[src/rtl/mem_stage.sv]
// mem_stage: MEM pipeline stage; waits for data_data_ok, aligns load data, drops stale responses after a flush.
// Optional bypass outputs ms_fwd_valid/ms_fwd_data are built when MS_FWD_EN is defined.
module mem_stage #(
  parameter int unsigned ES_TO_MS_WD = 111,
  parameter int unsigned MS_TO_WS_WD = 73,
  parameter int unsigned EX_WD       = 47,
  parameter int unsigned MAX_OUTST   = 3
) (
  input  logic                   clk,
  input  logic                   resetn,
  input  logic                   es_to_ms_valid,
  input  logic [ES_TO_MS_WD-1:0] es_to_ms_bus,
  input  logic [EX_WD-1:0]       es_ex_bus,
  output logic                   ms_allowin,
  output logic                   ms_to_ws_valid,
  output logic [MS_TO_WS_WD-1:0] ms_to_ws_bus,
  output logic [EX_WD-1:0]       ms_ex_bus,
  input  logic                   ws_allowin,
  input  logic                   data_data_ok,
  input  logic [31:0]            data_rdata,
  input  logic                   flush,
`ifdef MS_FWD_EN
  output logic                   ms_fwd_valid,
  output logic [31:0]            ms_fwd_data,
`endif
  output logic                   ms_write_reg,
  output logic [4:0]             ms_reg_dest,
  output logic                   ms_ex
);

  localparam int unsigned CNT_W    = 2;
  localparam int unsigned EX_FLAGS = 10;

  localparam logic [1:0] S_IDLE = 2'd0;
  localparam logic [1:0] S_WAIT = 2'd1;
  localparam logic [1:0] S_DONE = 2'd2;

  localparam logic [2:0] LD_LB  = 3'd1;
  localparam logic [2:0] LD_LBU = 3'd2;
  localparam logic [2:0] LD_LH  = 3'd3;
  localparam logic [2:0] LD_LHU = 3'd4;
  localparam logic [2:0] LD_LWL = 3'd5;
  localparam logic [2:0] LD_LWR = 3'd6;

  localparam logic [31:0] ALL_ONES = 32'hFFFF_FFFF;

  logic [1:0]       state, state_nxt;
  logic [CNT_W-1:0] discard_cnt, discard_cnt_nxt;
  logic             ms_valid;
  logic [2:0]       ld_op_r;
  logic [1:0]       addr_lo_r;
  logic [31:0]      rt_val_r;
  logic [3:0]       gr_we_r;
  logic [4:0]       dest_r;
  logic [31:0]      result_r;
  logic [31:0]      pc_r;
  logic [EX_WD-1:0] ex_bus_r;

  logic        ms_ready_go;
  logic        load_fire;
  logic        es_req;
  logic        es_ex_any;
  logic        data_ok_live;
  logic [7:0]  ld_byte;
  logic [15:0] ld_half;
  logic [4:0]  sh_l;
  logic [4:0]  sh_r;
  logic [31:0] ld_aligned;

  assign es_req       = es_to_ms_bus[73];
  assign es_ex_any    = |es_ex_bus[EX_WD-1 -: EX_FLAGS];
  assign ms_ready_go  = (state == S_DONE);
  assign ms_allowin   = !ms_valid || (ms_ready_go && ws_allowin);
  assign load_fire    = es_to_ms_valid && ms_allowin && !flush;
  assign data_ok_live = data_data_ok && (discard_cnt == '0);

  // State register
  always_ff @(posedge clk or negedge resetn) begin
    if (!resetn) begin
      state       <= S_IDLE;
      discard_cnt <= '0;
    end else begin
      state       <= state_nxt;
      discard_cnt <= discard_cnt_nxt;
    end
  end

  // Next state and stale-response bookkeeping
  always_comb begin
    state_nxt       = state;
    discard_cnt_nxt = discard_cnt;
    if (flush) begin
      state_nxt = S_IDLE;
    end else if (load_fire) begin
      state_nxt = (es_req && !es_ex_any) ? S_WAIT : S_DONE;
    end else begin
      case (state)
        S_WAIT:  if (data_ok_live) state_nxt = S_DONE;
        S_DONE:  if (ms_to_ws_valid && ws_allowin) state_nxt = S_IDLE;
        default: state_nxt = state;
      endcase
    end
    // A response arriving with the flush of a waiting instr cancels the new stale entry
    if (flush && state == S_WAIT) begin
      if (!data_data_ok && discard_cnt != CNT_W'(MAX_OUTST))
        discard_cnt_nxt = discard_cnt + CNT_W'(1);
    end else if (data_data_ok && discard_cnt != '0) begin
      discard_cnt_nxt = discard_cnt - CNT_W'(1);
    end
  end

  // Load data alignment and extension
  always_comb begin
    sh_l    = {~addr_lo_r, 3'b000};
    sh_r    = {addr_lo_r, 3'b000};
    ld_half = addr_lo_r[1] ? data_rdata[31:16] : data_rdata[15:0];
    case (addr_lo_r)
      2'd0:    ld_byte = data_rdata[7:0];
      2'd1:    ld_byte = data_rdata[15:8];
      2'd2:    ld_byte = data_rdata[23:16];
      default: ld_byte = data_rdata[31:24];
    endcase
    case (ld_op_r)
      LD_LB:   ld_aligned = {{24{ld_byte[7]}}, ld_byte};
      LD_LBU:  ld_aligned = {24'd0, ld_byte};
      LD_LH:   ld_aligned = {{16{ld_half[15]}}, ld_half};
      LD_LHU:  ld_aligned = {16'd0, ld_half};
      LD_LWL:  ld_aligned = (data_rdata << sh_l) | (rt_val_r & ~(ALL_ONES << sh_l));
      LD_LWR:  ld_aligned = (data_rdata >> sh_r) | (rt_val_r & ~(ALL_ONES >> sh_r));
      default: ld_aligned = data_rdata;
    endcase
  end

  // Instruction buffer; stores (gr_we==0) keep alu_res when their response arrives
  always_ff @(posedge clk or negedge resetn) begin
    if (!resetn) begin
      ms_valid  <= 1'b0;
      ld_op_r   <= '0;
      addr_lo_r <= '0;
      rt_val_r  <= '0;
      gr_we_r   <= '0;
      dest_r    <= '0;
      result_r  <= '0;
      pc_r      <= '0;
      ex_bus_r  <= '0;
    end else begin
      if (flush)
        ms_valid <= 1'b0;
      else if (ms_allowin)
        ms_valid <= es_to_ms_valid;

      if (flush) begin
        ex_bus_r <= '0;
      end else if (load_fire) begin
        ld_op_r   <= es_to_ms_bus[110:108];
        addr_lo_r <= es_to_ms_bus[107:106];
        rt_val_r  <= es_to_ms_bus[105:74];
        gr_we_r   <= es_to_ms_bus[72:69];
        dest_r    <= es_to_ms_bus[68:64];
        result_r  <= es_to_ms_bus[63:32];
        pc_r      <= es_to_ms_bus[31:0];
        ex_bus_r  <= es_ex_bus;
      end else if (state == S_WAIT && data_ok_live && gr_we_r != 4'd0) begin
        result_r <= ld_aligned;
      end
    end
  end

  assign ms_to_ws_valid = ms_valid && ms_ready_go && !flush;
  assign ms_to_ws_bus   = {gr_we_r, dest_r, result_r, pc_r};
  assign ms_ex_bus      = ex_bus_r;
  assign ms_write_reg   = ms_valid && (gr_we_r != 4'd0);
  assign ms_reg_dest    = dest_r;
  assign ms_ex          = ms_valid && (|ex_bus_r[EX_WD-1 -: EX_FLAGS]);

`ifdef MS_FWD_EN
  assign ms_fwd_valid = ms_valid && ms_ready_go && (gr_we_r != 4'd0);
  assign ms_fwd_data  = result_r;
`endif

endmodule

[config.mk]
export PLATFORM = sky130hd
export DESIGN_NAME = mem_stage
export DESIGN_NICKNAME = d
export VERILOG_FILES = /design/src/rtl/mem_stage.sv
export SDC_FILE = /design/constraint.sdc
export NUM_CORES = 1
export LEC_CHECK = 0
export CAP_MARGIN = 25
export CORE_ASPECT_RATIO = 1.75
export CORE_MARGIN = 3
export CORE_UTILIZATION = 25
export CTS_CLUSTER_DIAMETER = 150
export DETAILED_ROUTE_END_ITERATION = 10
export GPL_ROUTABILITY_DRIVEN = 0
export SYNTH_ARGS = -nofsm -noshare
export SYNTH_HDL_FRONTEND = slang
export SYNTH_SLANG_ARGS = --single-unit
[constraint.sdc]
create_clock -name clk -period 2.37 [get_ports clk]
set_clock_uncertainty 0.05 [all_clocks]
set_input_delay 0.474 -clock clk [delete_from_list [all_inputs] [get_ports clk]]
set_output_delay 0.474 -clock clk [all_outputs]
set_load 0.02 [all_outputs]
# Word level (Yosys, flattened, before mapping)
# Cells that the tools add are included.
# word_totals
ff_bits	162
output_inout_bits	129
rom_bits	0
memories	0
latch_bits	0
elab_cells	92
inputBits	196
mem_bits_rw	0
# op_classes
multipliers	0
n_div	0
n_lt_le_gt_ge	0
mux	18
reduce_logical	35
bitwise_logic	8
n_shift	4
addsub	2
n_eq_ne	14
# ops
operator	n
$pmux 32 s6	1
$mux 47	2
$and 32x32->32	2
$mux 32	2
$not 32->32	2
$or 32x32->32	2
$shl 32x5->32	1
$shl 32x5->32 const A	1
$shr 32x5->32	1
$shr 32x5->32 const A	1
$pmux 8 s3	1
$reduce_or 10->1	2
$mux 16	1
$mux 2	8
$logic_and 1x1->1	15
$reduce_bool 2->1	5
$eq 3x3->1 const B	3
$reduce_bool 4->1	2
$eq 3x2->1 const B	2
$reduce_and 2->1	3
$eq 2x1->1 const B	2
$eq 2x2->1 const B	2
$logic_not 1->1	4
$logic_not 2->1	2
other kinds (13)	14

# Longest topological paths before layout
# Gate-level depths: netlist of run 1.
# logic_depth
depth_word	8
depth_mapped	8

# Worst setup path after synthesis of run 1
# Ideal clock, no wire load.
# synth_timing
path_kind	register -> register
from	register addr_lo_r[0]
to	register result_r[29]
period_less_slack_ns	1.990
arrival_ns	1.819
setup_ns	0.121
stages_incl_launch_ff	8
path_slack_ns	0.380
path_cell_list	dfrtp_1 -> buf_4 -> buf_6 -> nor2_2 -> mux2i_1 -> o21ai_1 -> or3_1 -> a22o_1
# synth_between
elab_chain_len	8
word_cells_on_any_way	18
cone_classes	2 x eq/ne; 4 x shift; 4 x mux; 7 x bitwise; 1 x reduce/logical
# synth_lines
item	line	source
start: declaration	51	logic [1:0] addr_lo_r;
start signal: assignment	156	addr_lo_r <= es_to_ms_bus[107:106];
$not 2->2	114	sh_l = {~addr_lo_r, 3'b000};
$shl 32x5->32	128	LD_LWL: ld_aligned = (data_rdata << sh_l) | (rt_val_r & ~(ALL_ONES << sh_l));
$not 32->32	128	
$and 32x32->32	128	
$or 32x32->32	128	
$pmux 32 s6 *	123	case (ld_op_r)
$mux 32 *	163	end else if (state == S_WAIT && data_ok_live && gr_we_r != 4'd0) begin
$mux 32 *	154	end else if (load_fire) begin
end signal: assignment	160	result_r <= es_to_ms_bus[63:32];
end signal: assignment	164	result_r <= ld_aligned;
end: declaration	55	logic [31:0] result_r;
# Mark *: on every way between the ends. The rest lies on a longest branch, timed or not. The select of a mux whose other input is x is not followed.
# A chain may end at the register's enable or synchronous reset.

# Final worst setup path of run 1
# layout_timing
from	register ld_op_r[1]
to	register result_r[26]
# layout_between
elab_chain_len	4
word_cells_on_any_way	9
cone_classes	6 x eq/ne; 3 x mux
# layout_lines
item	line	source
start: declaration	50	logic [2:0] ld_op_r;
start signal: assignment	155	ld_op_r <= es_to_ms_bus[110:108];
$eq 3x3->1, or another cell as far along	123	
$pmux 32 s6 *	123	
$mux 32 *	163	
$mux 32 *	154	
# Marks and branches as above.

==> results of run 1 <==
==> cell families (layout without fill, tap and decap cells) <==
kind of cell / Yosys count / in the layout / share of synthesized area
buffers and inverters: 90 / 473 / 0.0507
muxes: 66 / 66 / 0.108
and+or+nand+nor: 347 / 347 / 0.177
other: 0 / 3 / 0
AOI/OAI and AO/OA: 238 / 238 / 0.195
DFF: 162 / 162 / 0.469
==> flip-flops by register name, indices dropped and copies added, names as in the netlist <==
name,flops
rt_val_r,32
gr_we_r,4
result_r,32
discard_cnt,2
state,2
addr_lo_r,2
ms_ex_bus,47
pc_r,32
ld_op_r,3
ms_valid,1
ms_reg_dest,5
==> synth_stat cells (all sizes together) (3+ instances only) <==
master,number
nand2,277
dfrtp,162
o21ai,78
a22o,65
buf,46
clkbuf,32
a21oi,29
mux2,25
mux2i,24
mux4,17
a22oi,16
inv,12
nor2,12
nor2b,11
o221ai,9
a32o,8
a2111o,7
and3,7
o22ai,7
or3,7
nor4,6
nor4bb,6
nor3,5
o32ai,4
a21o,3
a31oi,3
==> final cells by class <==
cell class,count,share of cell area
diodes,3,0.000551
clock buffers,22,0.0326
clock inverters,9,0.00798
inverters,12,0.00330
multi-input cells,651,0.308
flip-flops and latches,162,0.298
well taps,455,0.0418
repair buffers,430,0.309
==> worst max-delay path, stage by stage (launching register included) <==
cell	delay (ns)
dfrtp_1	0.71
and4b_1	0.39
a22oi_1	0.31
buf_4	0.18
o21ai_0	0.06
or3_1	0.31
a22o_1	0.20
==> placed cells by master (no fill, tap or decap), types with 18 or more instances in the layout <==
| cell type | netlist | final |
|---|---|---|
| clkdlybuf4s50_1 | 0 | 319 |
| nand2_1 | 277 | 277 |
| dfrtp_1 | 162 | 160 |
| buf_4 | 7 | 91 |
| a22o_1 | 65 | 65 |
| o21ai_0 | 50 | 50 |
| o21ai_1 | 28 | 28 |
| a21oi_1 | 28 | 27 |
| mux2i_1 | 23 | 23 |
| mux2_2 | 18 | 18 |
==> path summary, 6_finish.rpt <==
path,from,end,slack [ns],depth (start not counted)
hold reg to reg,pc_r[29],pc_r[29],0.42,2
min in group clk,pc_r[29],pc_r[29],0.42,2
max in group asynchronous,resetn,ms_ex_bus[7],1.23,3
hold / removal,resetn,rt_val_r[24],0.38,2
setup / recovery,ld_op_r[1],result_r[26],0.05,6
setup reg to reg,ld_op_r[1],result_r[26],0.05,6
==> routing by layer <==
metal  wire length [microns]  up-vias
li1                        -     3968
met1                   11900     4075
met2                   18800      385
met3                    2380      107
met4                    2540       10
met5                      70        -
==> timing repair <==
item,in CTS,in global routing
hold buffers,1,0
hold endpoints to repair,13,0
endpoints found under the setup margin,6,11
gates resized for setup,4,3
gates cloned,0,0
pin swaps,0,1
buffers inserted,0,2
==> power by group <==
group | internal, mW | total [mW] | switching (mW) | leakage, nW
registers | 3.16 | 3.50 | 0.336 | 2.07
clock network | 1.55 | 2.72 | 1.17 | 0.268
logic | 1.76 | 3.49 | 1.73 | 3.65
==> stage by stage <==
step / std cells / setup slack, ns / util
floorplan: 903 / 0.380 / -
global placement: 1707 / -0.354 / 0.383
detailed placement: 1707 / -0.378 / 0.383
CTS: 1739 / 0.0197 / 0.400
global route: 1743 / 0.0252 / 0.401
finish: 1744 / 0.0530 / 0.401
==> metrics.yaml, run 1 <==
nFillCells: 3364
regArea_sq_mm: 0.00406
fmax_mhz: 432
cts_tree: "yes"
synth-seq-cells: 162
initial_core_util: 0.254
grt_max_degree: 70
portBuffers: 324
grt_use_met3: 0.0532
grt_use_met1: 0.189
path_clk_slew_ns: 0.07
met2_usage: 0.339
first_global_vias: 8916
synth_top_cells_by_area: "dfrtp_1 (47%), nand2_1 (12%), a22o_1 (6.6%)"
cts_inserted_buffers: 17
seq_area_frac_synth: 0.469
synth_edf_count: 0
clk_path_buf_depth: 2
cp_max_fo: 14
dpl.hpwl_mm: 28.0
rsz0062_at_grt: "no"
grt_first_pass_wirelength_mm: 53.4
yosysUniqueCellTypes: 58
syn_nets: 1099
finalPower_mw: 9.71
status: "completed"
async_flop_share: 1.00
drive_gt1_frac: 0.150
ir_drop_v: 0.000523
tightest_slew_ns: 0.771
drt-initial-drc-count: 527
syn_to_final_growth_pct: 57.7
cts_sinks: 162
vias: 8545
yosys_warnings: 0
worst_skew_pair.late_latency_ns: 0.44
dieArea_sq_mm: 0.0369
drv_cap: 0
vias_per_cell: 4.90
core_sq_mm: 0.0340
final_cell_area_sq_mm: 0.0136
cp.arrival_ns: 2.60
fp.dieW_microns: 147
yosys.area.top_type: "dfrtp_1"
synth_top_cell_area_share: 0.469
wl_per_cell_microns: 20.5
hold_ws_ns: 0.383
hold_viol_final: 0
synth_flop_cell: "dfrtp_1"
worst_slew_margin_rel: 0.485
drt_first_pass_iters: 5
final.setup.tns_ns: 0
startpoint_type: "register"
routed_wl_mm: 35.8
cts_root_buffer: "clkbuf_16"
dieHeight_microns: 252
dpl-instance-area_sq_mm: 0.0130
num_rows: 89
nets: 1470
finalSetupViolations: 0
power_leakage_nw: 5.98
track_usage: 0.191
drv_slew: 0
grt.overflow.total: 0
synth.cell_area_sq_mm: 0.00864
drc: 0
syn_inst: 903
antenna_found_initial: 8
h-tree-depth: 4
cp.required_ns: 2.65
timing.final.crit_share: 0.978
post_synth.cell_area_avg_sq_um: 9.57
top_usage_layer: "met2"
ant_nets: 0
period_needed_ns: 2.32
p_per_area_mw_per_mm2: 712
critical_path_class: "reg2reg"
multi_input_area_sq_mm: 0.00420
hp-class: "in2async"
io_pins: 325
crit_path_end_kind: "register"
(Power assumes the default switching activity.)
==> inputs of run 2 (changes only) <==
--- a/config.mk
+++ b/config.mk
@@ -8,10 +8,11 @@
 export CAP_MARGIN = 25
 export CORE_ASPECT_RATIO = 1.75
 export CORE_MARGIN = 3
-export CORE_UTILIZATION = 25
+export CORE_UTILIZATION = 45
 export CTS_CLUSTER_DIAMETER = 150
 export DETAILED_ROUTE_END_ITERATION = 10
 export GPL_ROUTABILITY_DRIVEN = 0
+export PLACE_DENSITY = 0.81
 export SYNTH_ARGS = -nofsm -noshare
 export SYNTH_HDL_FRONTEND = slang
 export SYNTH_SLANG_ARGS = --single-unit
==> metrics.yaml, run 2 (synthesis results as in run 1) <==
nets: 1464  # -0.41%
finalSetupViolations: 0  # unchanged
cts_sinks: 162  # unchanged
core_sq_mm: 0.0187  # -45%
top_usage_layer: "met2"
final.setup.tns_ns: 0  # unchanged
cts_inserted_buffers: 17  # unchanged
routed_wl_mm: 32.8  # -8.3%
dieHeight_microns: 189  # -25%
first_global_vias: 9324  # +4.6%
h-tree-depth: 4  # unchanged
worst_skew_pair.late_latency_ns: 0.43  # about the same
path_clk_slew_ns: 0.07  # about the same
final_cell_area_sq_mm: 0.0133  # -2.1%
drc: 0  # unchanged
worst_slew_margin_rel: 0.504  # +0.0191
post-route-util: 0.712  # +0.311
cts_root_buffer: "clkbuf_16"
startpoint_type: "primary input"
ir_drop_v: 0.000568  # +8.6%
initial_core_util: 0.461  # +0.207
drv_slew: 0  # unchanged
track_usage: 0.311  # +0.120
final_common_cell: "clkdlybuf4s50_1"
pre_cts_ws_ns: -0.259  # +0.120 ns
finalPower_mw: 9.81  # +1.0%
tightest_slew_ns: 0.743  # -0.0286 ns
timing.final.crit_share: 0.939  # -0.0389
antenna_found_initial: 3  # -5
drt-initial-drc-count: 580  # +10%
vias_per_cell: 5.73  # +17%
io_pins: 325  # unchanged
cp.arrival_ns: 2.49  # -0.11 ns
grt_use_met3: 0.0783  # +0.0252
syn_to_final_growth_pct: 54.4
power_leakage_nw: 5.96  # -0.28%
worst_slack_ns: 0.145  # +0.0921 ns
hold_viol_final: 0  # unchanged
cts_tree: "yes"
vias: 8723  # +2.1%
dpl.hpwl_mm: 24.8  # -11%
clk_path_buf_depth: 2  # unchanged
nFillCells: 1423  # -58%
wl_per_cell_microns: 21.6  # +5.1%
num_rows: 66  # -26%
post_cts_buffers: 0  # unchanged
fmax_mhz: 449  # +4.1%
fp.dieW_microns: 111  # -24%
p_per_area_mw_per_mm2: 735  # +3.2%
critical_path_class: "in2reg"
mostFrequentLayoutCells: "clkdlybuf4s50_1 (319), nand2_1 (277), dfrtp_1 (160), buf_4 (86), a22o_1 (65)"
ant_nets: 0  # unchanged
cp.required_ns: 2.63  # -0.02 ns
period_needed_ns: 2.22  # -0.0921 ns
grt_first_pass_wirelength_mm: 51.1  # -4.4%
cp_max_fo: 8  # -6
grt_max_degree: 64  # -8.6%
grt.overflow.total: 0  # unchanged
status: "completed"
drv_cap: 0  # unchanged
rsz0062_at_grt: "no"
portBuffers: 324  # unchanged
grt_use_met1: 0.321  # +0.132
drt_first_pass_iters: 5  # unchanged
largest_reg_flops: 47  # unchanged
dpl-instance-area_sq_mm: 0.0127  # -2.4%
dieArea_sq_mm: 0.0210  # -43%
hp-class: "in2async"
met2_usage: 0.547  # +0.208
drive_gt1_frac: 0.150  # -0.000195
crit_path_end_kind: "register"
==> run 2: cell count changes in the layout (fill, tap and decap cells not counted), sizes merged <==
| cell | before | now |
|---|---|---|
| clkbuf | 22 | 19 |
| clkinvlp | 1 | 3 |
| dlymetal6s2s | 1 | 0 |
| buf | 106 | 99 |
| bufinv | 2 | 3 |
| dlygate4sd2 | 3 | 4 |
| inv | 13 | 16 |
| clkinv | 5 | 4 |
==> run 2: critical path: stages <==
cell and delay, ns:
clkdlybuf4s50_1 0.54, mux2_2 0.37, mux2i_4 0.20, buf_4 0.15
o311ai_2 0.20, a2111o_1 0.36, a22o_1 0.18
==> run 2: final timing paths <==
kind	to	cells after the start	from	slack [ns]
worst max-delay path	result_r[10]	7	data_rdata[7]	0.15
worst min-delay path	result_r[6]	2	resetn	0.37
worst max register to register	result_r[10]	6	addr_lo_r[1]	0.17
worst min register to register	pc_r[17]	2	pc_r[17]	0.42
max in group asynchronous	addr_lo_r[1]	3	resetn	1.12
min in group clk	pc_r[17]	2	pc_r[17]	0.42
==> run 2: power breakdown <==
| part | leakage, nW | switching [mW] | internal [mW] |
|---|---|---|---|
| clock | 0.295 | 1.21 | 1.70 |
| sequential | 2.07 | 0.329 | 3.16 |
| combinational | 3.60 | 1.70 | 1.71 |
| total | 5.96 | 3.23 | 6.57 |
==> run 2: final cells by class <==
class,instances,area (sq um),share of cell area
sequential,162,4060,0.304
multi-input combinational,651,4190,0.314
clock buffer,18,439,0.0329
tap,238,298,0.0223
inverter,12,45.0,0.00337
clock inverter,14,178,0.0133
antenna,3,7.51,0.000562
timing repair buffer,424,4140,0.310
==> run 2: timing repair <==
action / 4_1_cts / 5_1_grt
gates resized for setup: 5 / 1
hold buffers: 1 / 0
hold endpoints to repair: 8 / 0
endpoints found under the setup margin: 4 / 1
==> run 2: layer usage <==
| layer | vias to the layer above | wire [microns] |
|---|---|---|
| met4 | 0 | 2520 |
| met2 | 467 | 17000 |
| met1 | 4183 | 10900 |
| li1 | 3951 | - |
| met5 | - | 0 |
| met3 | 122 | 2470 |
==> run 2: stage by stage <==
| stage | std cells | hold WS, ns |
|---|---|---|
| finish | 1522 | 0.365 |
| floorplan | 903 | 0.128 |
| CTS | 1518 | 0.352 |
| global route | 1522 | 0.367 |
| detailed placement | 1485 | 0.246 |
| global placement | 1485 | 0.242 |
==> inputs of run 3 (changes only) <==
--- a/config.mk
+++ b/config.mk
@@ -13,6 +13,7 @@
 export DETAILED_ROUTE_END_ITERATION = 10
 export GPL_ROUTABILITY_DRIVEN = 0
 export PLACE_DENSITY = 0.81
+export SKIP_LAST_GASP = 1
 export SYNTH_ARGS = -nofsm -noshare
 export SYNTH_HDL_FRONTEND = slang
 export SYNTH_SLANG_ARGS = --single-unit
==> results of run 3 <==
Final layout, timing and power as in run 2 (identical DEF).
